$ cat config.mk
export PLATFORM = sky130hd
export DESIGN_NAME = tcdm_bank_ctrl
export DESIGN_NICKNAME = d
export VERILOG_FILES = /design/src/rtl/tcdm_bank_ctrl.sv
export SDC_FILE = /design/constraint.sdc
export NUM_CORES = 1
export LEC_CHECK = 0
export BUFFER_PORTS_ARGS = -buffer_cell sky130_fd_sc_hd__buf_4
export CORE_ASPECT_RATIO = 1.1
export CORE_MARGIN = 8
export CORE_UTILIZATION = 49
export CTS_BUF_LIST = sky130_fd_sc_hd__clkbuf_8
export DETAILED_ROUTE_END_ITERATION = 8
export HOLD_SLACK_MARGIN = 0.15
export PLACE_DENSITY = 0.81
export SYNTH_ARGS = -nofsm -noshare
export SYNTH_HDL_FRONTEND = slang
export SYNTH_SLANG_ARGS = --single-unit
$ cat constraint.sdc
create_clock -name clk_i -period 4.25 [get_ports clk_i]
set_input_delay 0.2125 -clock clk_i [delete_from_list [all_inputs] [get_ports clk_i]]
set_output_delay 0.2125 -clock clk_i [all_outputs]
set_load 0.02 [all_outputs]
$ cat src/rtl/tcdm_bank_ctrl.sv
// TCDM bank controller: req/gnt front end, single-port SRAM with 1-cycle read
// latency, and an in-order response FIFO guarded by an outstanding-request credit.
module tcdm_bank_ctrl #(
  parameter int DATA_WIDTH      = 32,
  parameter int ADDR_WIDTH      = 32,
  parameter int BE_WIDTH        = DATA_WIDTH/8,
  parameter int SRAM_ADDR_WIDTH = 10,
  parameter int ADDR_LSB        = 2,
  parameter int RSP_DEPTH       = 4
) (
  input  logic                       clk_i,
  input  logic                       rst_i,
  input  logic                       req_i,
  output logic                       gnt_o,
  input  logic [ADDR_WIDTH-1:0]      addr_i,
  input  logic                       wen_i,
  input  logic [BE_WIDTH-1:0]        be_i,
  input  logic [DATA_WIDTH-1:0]      data_i,
  output logic [DATA_WIDTH-1:0]      r_data_o,
  output logic                       r_valid_o,
  input  logic                       r_ready_i,
  output logic                       sram_req_o,
  output logic                       sram_we_o,
  output logic [SRAM_ADDR_WIDTH-1:0] sram_addr_o,
  output logic [BE_WIDTH-1:0]        sram_be_o,
  output logic [DATA_WIDTH-1:0]      sram_wdata_o,
  input  logic [DATA_WIDTH-1:0]      sram_rdata_i
);

  localparam int CW = $clog2(RSP_DEPTH + 1);
  localparam int PW = (RSP_DEPTH > 1) ? $clog2(RSP_DEPTH) : 1;
  localparam logic [CW-1:0] DEPTH_C = CW'(RSP_DEPTH);
  localparam logic [PW-1:0] LAST_P  = PW'(RSP_DEPTH - 1);

  logic [CW-1:0]         cnt, fifo_cnt;
  logic [PW-1:0]         wptr, rptr;
  logic [DATA_WIDTH-1:0] mem [RSP_DEPTH];
  logic                  inflight, inflight_we;
  logic                  push, pop;
  logic                  unused_addr;

  assign unused_addr = ^addr_i;

  // Credit counts every granted request not yet handed back, so the FIFO can
  // never be asked to hold more than RSP_DEPTH entries.
  assign gnt_o = req_i & ~rst_i & (cnt < DEPTH_C);

  assign sram_req_o   = gnt_o;
  assign sram_we_o    = wen_i;
  assign sram_addr_o  = addr_i[ADDR_LSB +: SRAM_ADDR_WIDTH];
  assign sram_be_o    = wen_i ? be_i : '1;
  assign sram_wdata_o = data_i;

  assign push      = inflight;
  assign r_valid_o = (fifo_cnt != '0);
  assign pop       = r_valid_o & r_ready_i;
  assign r_data_o  = mem[rptr];

  always_ff @(posedge clk_i or posedge rst_i) begin
    if (rst_i) begin
      cnt         <= '0;
      inflight    <= 1'b0;
      inflight_we <= 1'b0;
    end else begin
      inflight    <= gnt_o;
      inflight_we <= wen_i;
      if (gnt_o && !pop)      cnt <= cnt + 1'b1;
      else if (!gnt_o && pop) cnt <= cnt - 1'b1;
    end
  end

  always_ff @(posedge clk_i or posedge rst_i) begin
    if (rst_i) begin
      wptr     <= '0;
      rptr     <= '0;
      fifo_cnt <= '0;
      for (int i = 0; i < RSP_DEPTH; i++) mem[i] <= '0;
    end else begin
      // Writes still produce a response so the xbar sees one reply per grant.
      if (push) begin
        mem[wptr] <= inflight_we ? '0 : sram_rdata_i;
        wptr      <= (wptr == LAST_P) ? '0 : wptr + 1'b1;
      end
      if (pop) rptr <= (rptr == LAST_P) ? '0 : rptr + 1'b1;
      if (push && !pop)      fifo_cnt <= fifo_cnt + 1'b1;
      else if (!push && pop) fifo_cnt <= fifo_cnt - 1'b1;
    end
  end

  a_no_overflow: assert property (@(posedge clk_i) disable iff (rst_i)
    !(push && !pop && fifo_cnt == DEPTH_C));
  a_cnt_bound: assert property (@(posedge clk_i) disable iff (rst_i) cnt <= DEPTH_C);

endmodule

# Yosys cells after proc, flatten, opt, wreduce, memory -nomap -nowiden
# Cells that the tools add are included.
# classes
addsub	6
mul	0
n_div	0
n_lt_le_gt_ge	4
n_eq_ne	2
n_shift	0
n_mux	14
bitwise	6
n_reduce_logical	11
# ops
cell	n
128-bit bitwise mux	1
32-bit two-way mux	4
32-bit binary-select mux with 2-bit select	1
32-bit demux with 2-bit select	1
3-bit two-way mux	4
3-bit by 1-bit adder with 3-bit output, second input constant	2
3-bit >= comparator, second input constant	2
2-bit inverter with 3-bit output	2
3-bit by 1-bit subtractor with 3-bit output, second input constant	2
1-bit logical AND	5
2-bit by 1-bit adder with 2-bit output, second input constant	2
2-bit equality test, second input constant	2
2-bit two-way mux	2
4-bit two-way mux	1
2-bit nonzero test	2
1-bit AND	3
1-bit logical NOT	3
3-bit by 1-bit < comparator with 1-bit output, second input constant	1
3-bit < comparator, second input constant	1
3-bit nonzero test	1
1-bit inverter	1
# word_totals
regBits	140
latchBits	0
ramBits	0
mem_bits_ro	0
input_bits	105
wordCells	53
memories	0

# Logic depth before layout (Yosys ltp)
# Gate-level depths: netlist (run 1).
# depth
depth_word	7
mapped_depth	8
mapped_depth_nobuf	8

# Worst setup path before layout (run 1)
# Ideal clock, no wire load.
# synth_path
path_type	register -> register
from	register cnt[2]
to	register cnt[2]
setup_time_ps	79
t_arrival_ps	2160
setup_slack_ps	2011
stages_incl_launch_ff	8
path_buffers	0
synth_period_minus_slack_ps	2239
cell_sequence	dfrtp_1 nor3b_1 ha_1 inv_1 fa_1 xor2_1 nor2_1 xor2_1
# synth_via
elab_chain_cells	5
word_cells_on_any_way	10
classes_between	add/sub (2); order compare (1); mux (2); bitwise (1); reduce/logical (4)
# synth_lines
item	line	text
start, declared	35	logic [CW-1:0] cnt, fifo_cnt;
start signal, assigned	67	if (gnt_o && !pop) cnt <= cnt + 1'b1;
start signal, assigned	68	else if (!gnt_o && pop) cnt <= cnt - 1'b1;
3-bit < comparator *	46	assign gnt_o = req_i & ~rst_i & (cnt < DEPTH_C);
1-bit AND *	46	
net gnt_o	14	output logic gnt_o,
1-bit logical NOT	68	
1-bit logical AND	68	
2-bit nonzero test (no source line)	--	
# Mark *: on every way through the listed nets, which the timed path passes. The rest lies on a longest branch. The select of a mux whose other input is x is not followed.
# A chain may end at the register's enable or synchronous reset.

# Final worst setup path (run 1)
# layout_path
from	register rptr[0]
to	output port r_data_o[31]
# layout_via
elab_chain_cells	4
# layout_lines
item	line	text
start, declared	36	logic [PW-1:0] wptr, rptr;
start signal, assigned	84	if (pop) rptr <= (rptr == LAST_P) ? '0 : rptr + 1'b1;
2-bit inverter with 3-bit output (not written as such)	57	assign r_data_o = mem[rptr];
32-bit binary-select mux with 2-bit select	57	
32-bit two-way mux (not written as such) (2 in a row)	57	
end, declared	19	output logic [DATA_WIDTH-1:0] r_data_o,
# Every way passes these cells. The select of a mux whose other input is x is not followed.

==> key figures, run 1 <==
Drt
  • DR iter-0 viols: 270
  • Detail Route Antenna Nets: 0
  • DR WL/cell: between 15 and 20 µm
  • Vias per cell: between 5 and 6
  • Vias: ~4.4k
  • Drt first pass iters: 4
  • Total routed wirelength: around 14 mm
  • # DRC: 0

Placed design
  • DP HPWL: about 8.7 mm
  • # port buffers: 80
  • GP Congestion: a little over 0.7
  • Placed cell area: roughly 6700 µm²

Timing
  • Post-route setup TNS: 0 ns
  • Period utilisation layout: between 60% and 70%
  • Setup violators final: 0
  • RSZ-0062 raised after global routing: no
  • Final Hold Viols: 0
  • Min cycle time layout: between 2 and 3 ns
  • Worst slew margin: 20.2%
  • Clock skew: 0.00960 ns
  • FMAX: between 0.3 and 0.4 GHz
  • Slew @ Worst Pin: 1.19 ns
  • Final Max Slew Viols: 0

Cells and area
  • Ant. Diodes: 0
  • Post-layout instance area: 7500 µm²
  • Nets: between 700 and 800
  • Syn-to-layout area delta: 16.3%
  • Share of cells above drive strength 1: around a quarter

Clocking
  • H-tree lvl count: 4
  • Sink Count: 140
  • Cts bufs inserted: 17
  • Clk_lat worst skew: roughly 0.43 ns
  • CTS tree: done
  • PostCTS Resize Cnt: 0
  • Reg clk slew, reported paths: 0.07 ns
  • Root Buffer: clkbuf_8
  • CTS max path bufs: 2

Logic synthesis
  • Yosys Warn Count: 0
  • Syn_area_per_cell: ~11 µm²
  • Post-synthesis cell count: slightly below 600
  • Syn Nets: between 600 and 700
  • Post-synthesis cell type count: 22
  • Post-Synthesis Cell Area: around 6400 µm²
  • Sequential element share of the synthesized area: 54.3%
  • #FFs+latches synth: 140

Critical path
  • Worst EP arrival: between 2 and 2.5 ns
  • Category of the most critical setup path: register to primary output
  • Worst Setup Start Kind: register
  • Worst-path fanout max: 23
  • Worst setup EP type: primary output
  • WP data required: roughly 4.0 ns

GRT
  • Vias in the first global route: ~4.8k
  • GRT Overall Usage: between 15 and 20%
  • First-pass GRT wire length: about 23 mm
  • Initial antenna violation count: 0
  • GRT Residual Overflow: 0
  • Largest net degree at the start of global routing: between 80 and 90

Run status
  • Status: finished, final reports clean

Floorplanning
  • Num ports: 187
  • Die W: approximately 130 µm
  • Initial core utilization: a little under 50%
  • Die H: between 100 and 150 µm
  • Die area: 17100 µm²
  • Core area: around 13000 µm²
  • FP Rows: 44

Pwr
  • IR drop worst, VDD: 321 µV
  • PD cells: slightly below 800 nW/µm²
  • Leak Pwr: between 3 and 4 nW

Worst hold path
  • Hold crit path type: input port to register

Run
  • MaxCap Viol Count: 0
[synth_stat cells]
| cell | number | area, µm² |
|---|---|---|
| xor2_1 | 4 | 35.0 |
| buf_4 | 44 | 330 |
| mux4_2 | 28 | 631 |
| or3_4 | 1 | 11.3 |
| nor2_1 | 3 | 11.3 |
| inv_1 | 6 | 22.5 |
| mux4_1 | 4 | 105 |
| nand2b_1 | 36 | 225 |
| mux2_2 | 4 | 45.0 |
| buf_6 | 1 | 11.3 |
| nor3b_1 | 1 | 7.51 |
| xnor2_1 | 2 | 17.5 |
| clkbuf_1 | 15 | 56.3 |
| nand3_1 | 1 | 5.00 |
| o21ai_0 | 130 | 651 |
| buf_2 | 17 | 85.1 |
| fa_1 | 2 | 40.0 |
| buf_12 | 3 | 60.1 |
| nand2_2 | 1 | 6.26 |
| ha_1 | 7 | 87.6 |
| dfrtp_1 | 140 | 3500 |
| nand2_1 | 133 | 499 |
[worst paths after layout]
check / from / endpoint / slack, ns / cells after the start
min in group asynchronous: rst_i / inflight$_DFF_PP0_ / 0.49 / 3
max reg2reg: fifo_cnt[0]$_DFFE_PP0P_ / cnt[2]$_DFFE_PP0P_ / 2.10 / 8
min: r_ready_i / rptr[0]$_DFFE_PP0P_ / 0.21 / 3
min reg2reg: fifo_cnt[2]$_DFFE_PP0P_ / fifo_cnt[2]$_DFFE_PP0P_ / 0.47 / 1
max: rptr[0]$_DFFE_PP0P_ / r_data_o[31] / 1.55 / 3
max in group asynchronous: rst_i / rptr[0]$_DFFE_PP0P_ / 2.58 / 4
[critical path, stage by stage, from the launching register on]
cell and delay [ns]:
dfrtp_2 0.84, buf_4 0.41, mux4_1 0.62, buf_4 0.18
[report_power, final]
group / total, W / internal [W] / switching [W]
Combinational: 0.00233 / 0.00117 / 0.00116
Sequential: 0.00246 / 0.00198 / 0.000477
Clock: 0.00110 / 0.000606 / 0.000497
[placed cells by master, fill, tap and decap left out]
cell type      synthesis  routed
xnor2_1                2       2
o21ai_0              130     130
nor2_1                 3       3
mux2_2                 4       4
ha_1                   7       7
nand2_1              133     129
buf_4                 44      82
nand2b_1              36      36
inv_6                  0       2
dfrtp_1              140     138
nor3b_1                1       1
mux4_1                 4       4
inv_1                  6       8
dlygate4sd3_1          0      35
clkinv_4               0       2
clkinvlp_4             0       1
clkinv_2               0       3
or3_4                  1       1
nand2_2                1       5
clkbuf_8               0      19
fa_1                   2       2
bufinv_16              0       3
dfrtp_2                0       2
xor2_1                 4       4
nand3_1                1       1
mux4_2                28      28
[layout make-up]
cell class | count | area (µm²)
timing repair buffer | 117 | 966
clock buffer | 19 | 262
multi-input combinational | 357 | 2390
fill | 1072 | 5550
clock inverter | 13 | 150
tap | 161 | 201
sequential | 140 | 3510
inverter | 6 | 27.5
[kinds of logic after synthesis]
kind of cell	after synthesis	share of synthesized area, %
DFF	140	54.3
buffers and inverters	86	8.77
muxes	36	12.1
AOI/OAI and AO/OA	130	10.1
and+or+nand+nor	176	11.9
adders and majority gates	9	1.98
xor gates and xnor gates	6	0.815
[registers in the layout, summed over array words and instances (netlist names)]
register     cells
inflight_we      1
mem            128
cnt              3
inflight         1
rptr             2
wptr             2
fifo_cnt         3
[routing by layer]
| layer | share of wire, % | global-route usage, % | vias up |
|---|---|---|---|
| met3 | 6.1 | 4.90 | 29 |
| met2 | 52 | 29.7 | 153 |
| met5 | 0 | 0 | - |
| met1 | 40 | 19.2 | 2184 |
| li1 | - | - | 2039 |
| met4 | 2.0 | 6.97 | 0 |
[through the flow]
step	utilization [%]	instances	setup WS, ns	power (W)	hold slack, ns
after global placement	51.6	746	1.95	0.00464	0.364
after detailed placement	51.6	746	1.92	0.00482	0.369
after global routing	57.5	813	1.38	0.00629	0.205
after floorplan	-	583	0.285	0.00404	0.244
after CTS	57.5	813	1.45	0.00595	0.189
final	57.5	813	1.55	0.00589	0.210
[timing repair]
action	CTS	global route
hold buffers	35	0
buffers inserted	0	0
endpoints found under the hold margin	211	0
(Power assumes the default switching activity.)
==> run 2, diff against run 1 <==
ABC_AREA = 1   (was default)
CORE_UTILIZATION = 55   (was 49)
PLACE_DENSITY = 0.85   (was 0.81)
clock period = 2.7 ns   (was 4.25 ns; I/O delays follow)
==> key figures, run 2 <==
Drt
  • # DRC: 0 (unchanged)
  • Drt first pass iters: 6 (was 4)
  • Detail Route Antenna Nets: 0 (unchanged)
  • DR WL/cell: 13.9 µm (was 17.0 µm)
  • Vias per cell: 5.07 (was 5.42)
  • Total routed wirelength: 16.3 mm (was 13.8 mm)
  • Vias: 5944 (was 4405)
  • DR iter-0 viols: 496 (was 270)

Critical path
  • Worst EP arrival: 2.74 ns (was 2.49 ns)
  • Reg2Reg Launch Point: fifo_cnt[0]$_DFFE_PP0P_ (unchanged)
  • WP data required: 3.04 ns (was 4.04 ns)
  • Worst Setup Start Kind: input port (was register)
  • Worst setup EP type: register (was primary output)
  • Minimum setup slack among reg-to-reg paths: 0.87 ns (was 2.10 ns)
  • RR Endpoint: fifo_cnt[2]$_DFFE_PP0P_ (was cnt[2]$_DFFE_PP0P_)
  • Worst-path fanout max: 4 (was 23)
  • Category of the most critical setup path: input port to register (was register to primary output)
  • Worst R2R Path Depth: 10 (was 8)

Cells and area
  • Nets: 1117 (was 753)
  • Flip-flop count of the largest register after layout: 128 (unchanged)
  • Seq. cell area: 3510 µm² (about the same)
  • Largest Register: mem (unchanged)
  • Multi-input gate area: 2610 µm² (was 2390 µm²)
  • Syn-to-layout area delta: 16.7% (was 16.3%)
  • Ant. Diodes: 0 (unchanged)
  • Fillers: 1002 (was 1072)
  • Share of cells above drive strength 1: 13.0% (was 23.3%)
  • Largest regs: mem: 128 flops, cnt: 3 flops, fifo_cnt: 3 flops (unchanged)
  • Commonest non-fill, non-tap cell in the layout: nand2_1 (was dfrtp_1)
  • Most frequent cells in the layout: nand2_1, dfrtp_1, inv_1, buf_4, o21ai_0 (was dfrtp_1, o21ai_0, nand2_1, buf_4, nand2b_1)
  • Final cell count without fillers: 1173 (was 813)
  • Post-layout instance area: 8290 µm² (was 7500 µm²)

Timing
  • Final worst slack: 0.299 ns (was 1.55 ns)
  • Slew @ Worst Pin: 0.754 ns (was 1.19 ns)
  • Period utilisation layout: between 80% and 90%
  • Post-route setup TNS: 0 ns (unchanged)
  • Hold WS: 0.270 ns (was 0.210 ns)
  • Final Hold Viols: 0 (unchanged)
  • Setup violators final: 0 (unchanged)
  • FMAX: about 0.42 GHz
  • Min cycle time layout: roughly 2.4 ns
  • Worst slew margin: 49.7% (was 20.2%)
  • RSZ-0062 raised after global routing: no (unchanged)
  • Clock skew: 0.0122 ns (was 0.00960 ns)
  • Final Max Slew Viols: 0 (unchanged)

Floorplanning
  • FP Rows: 43 (was 44)
  • Die H: 135 µm (was 136 µm)
  • Num ports: 187 (unchanged)
  • Die W: 124 µm (was 125 µm)
  • Initial core utilization: 56.2% (was 49.4%)
  • Die area: 16800 µm² (was 17100 µm²)
  • Core area: 12600 µm² (was 13000 µm²)

GRT
  • First-pass GRT wire length: 27.9 mm (was 23.0 mm)
  • GRT Overall Usage: 19.8% (was 16.9%)
  • Initial antenna violation count: 0 (unchanged)
  • Largest net degree at the start of global routing: 141 (was 89)
  • GRT Residual Overflow: 0 (unchanged)
  • Vias in the first global route: 5974 (was 4774)

Pwr
  • Clock power frac: 19.3% (was 18.7%)
  • Combinational share of power: 44.0% (was 39.6%)
  • Switching power: 0.00388 W (was 0.00213 W)
  • Sw frac: 40.1% (was 36.2%)
  • P_int: 0.00579 W (was 0.00376 W)
  • Sequential share of power: 36.7% (was 41.7%)
  • Leak Pwr: 4.39 nW (was 3.49 nW)
  • IR drop worst, VDD: 573 µV (was 321 µV)
  • PD cells: 1170 nW/µm² (was 786 nW/µm²)

Logic synthesis
  • Post-synthesis cell count: 947 (was 583)
  • Largest family of logic cells by synthesized area: simple AND/OR/NAND/NOR gates (was multiplexers)
  • Post-Synthesis Cell Area: 7110 µm² (was 6450 µm²)
  • Synth top area share: 49.3% (was 54.3%)
  • Yosys Warn Count: 0 (unchanged)
  • Adder-cell share of the synthesized area: 1.80% (was 1.98%)
  • Synth Area in Compound Gates: 10.3% (was 10.1%)
  • Post-synthesis cell type count: 18 (was 22)
  • Top-count cell post-synth: nand2_1 (was dfrtp_1)
  • Synth area leaders: dfrtp_1, nand2_1, o21ai_0, inv_1, buf_4 (was dfrtp_1, o21ai_0, mux4_2, nand2_1, buf_4)
  • Area leader, netlist: dfrtp_1 (unchanged)
  • Simple-gate area share of the yosys netlist: 24.4% (was 11.9%)
  • Post-synthesis xor/xnor area fraction: 0.246% (was 0.815%)
  • Async S/R FF share, synth: 100% (unchanged)
  • Syn Nets: 1061 (was 697)
  • Sequential element share of the synthesized area: 49.3% (was 54.3%)
  • Commonest cells in the netlist: nand2_1, dfrtp_1, inv_1 (was dfrtp_1, nand2_1, o21ai_0)
  • Top_reg_cell synth: dfrtp_1 (unchanged)
  • Post-synthesis mux area share: 0% (was 12.1%)
  • Post-synth EDFFs: 0 (unchanged)
  • #FFs+latches synth: 140 (unchanged)
  • Syn_area_per_cell: 7.51 µm² (was 11.1 µm²)

Clocking
  • Cts bufs inserted: 17 (unchanged)
  • Root Buffer: clkbuf_8 (unchanged)
  • CTS tree: done (unchanged)
  • CTS max path bufs: 2 (unchanged)
  • Hold-fix buffers, CTS: 37 (was 35)
  • Reg clk slew, reported paths: 0.08 ns (was 0.07 ns)
  • PostCTS Resize Cnt: 0 (unchanged)
  • Sink Count: 140 (unchanged)
  • H-tree lvl count: 4 (unchanged)
  • Clk_lat worst skew: 0.44 ns (was 0.43 ns)
  • Post-CTS Setup Repair Bufs: 0 (unchanged)

Run
  • MaxCap Viol Count: 0 (unchanged)

Run status
  • Status: finished, final reports clean (unchanged)

Placed design
  • # port buffers: 80 (unchanged)
  • Placed cell area: 7480 µm² (was 6740 µm²)
  • Pre-CTS WS: 0.863 ns (was 1.92 ns)
  • GP Congestion: 0.760 (was 0.710)
  • DP HPWL: 9.85 mm (was 8.66 mm)
  • # placed instances: 1104 (was 746)

Worst hold path
  • Hold crit path type: input port to primary output (was input port to register)
  • Hold path start: addr_i[5] (was r_ready_i)
  • Hold Path Sink: sram_addr_o[3] (was rptr[0]$_DFFE_PP0P_)
  • WHS Path Cells: 0 (was 3)
[run 2: changes by cell type in the layout (fill, tap and decap cells not counted), moves of 7 or more]
cell / change
nor2_1: +32
nand2_1: +284
mux4_2: -28
o21ai_1: +14
nand2b_1: -36
buf_4: +7
o21ai_0: -44
o211ai_1: +30
inv_1: +104
[run 2: cell families (layout without fill, tap and decap cells)]
group,after synthesis,in the layout
xor gates and xnor gates,2,2
and+or+nand+nor,457,457
buffers and inverters,208,277
adders and majority gates,9,9
AOI/OAI and AO/OA,131,131
DFF,140,140
[run 2: how the worst max path moves through the flow]
| stage | start | endpoint | slack [ns] | cells after the start |
|---|---|---|---|---|
| 6_report | rst_i | cnt[2]$_DFFE_PP0P_ | 0.30 | 13 |
| 5_1_grt | rst_i | cnt[2]$_DFFE_PP0P_ | 0.19 | 13 |
| 4_1_cts | rst_i | cnt[2]$_DFFE_PP0P_ | 0.35 | 13 |
| 3_5_place_dp | fifo_cnt[0]$_DFFE_PP0P_ | cnt[2]$_DFFE_PP0P_ | 0.86 | 10 |
| 3_3_place_gp | fifo_cnt[0]$_DFFE_PP0P_ | cnt[2]$_DFFE_PP0P_ | 0.93 | 10 |
| 2_1_floorplan | rst_i | cnt[1]$_DFFE_PP0P_ | -0.71 | 8 |
[run 2: power by group through the flow]
stage	logic, W	clock network (W)	registers, W
3_3_place_gp	0.00412	0	0.00353
5_1_grt	0.00480	0.00197	0.00366
2_1_floorplan	0.00303	0	0.00341
4_1_cts	0.00430	0.00188	0.00355
6_report	0.00426	0.00186	0.00355
3_5_place_dp	0.00423	0	0.00358
[run 2: layout make-up]
| type | instances | area share [%] |
|---|---|---|
| flip-flops and latches | 140 | 42.3 |
| multi-input cells | 599 | 31.5 |
| repair buffers | 129 | 13.2 |
| inverters | 116 | 5.30 |
| clock buffers | 20 | 3.32 |
| well taps | 157 | 2.37 |
| clock inverters | 12 | 2.02 |
[run 2: critical path, cell delays in order]
cell and delay (ns):
dlygate4sd3_1 0.53, buf_4 0.14, clkinvlp_4 0.13, nand2_1 0.06, dlygate4sd3_1 0.56, nor2_1 0.23
ha_1 0.22, inv_1 0.07, fa_1 0.38, nand2_1 0.11, nand3_1 0.08, nand2_1 0.06
nand2_1 0.05
[run 2: through the flow]
stage / power (W) / util (%)
finish: 0.00967 / 65.6
global route: 0.0104 / 65.6
CTS: 0.00973 / 65.6
detailed placement: 0.00780 / 59.2
global placement: 0.00765 / 59.2
floorplan: 0.00644 / -
[run 2: per-layer routing]
layer  wire (µm)  up-vias  global-route usage, %
met5           0        -                      0
met4         264        0                   6.83
met3         981       24                   5.05
met2        7770      171                   33.0
met1        7240     2805                   24.5
li1            -     2944                      -
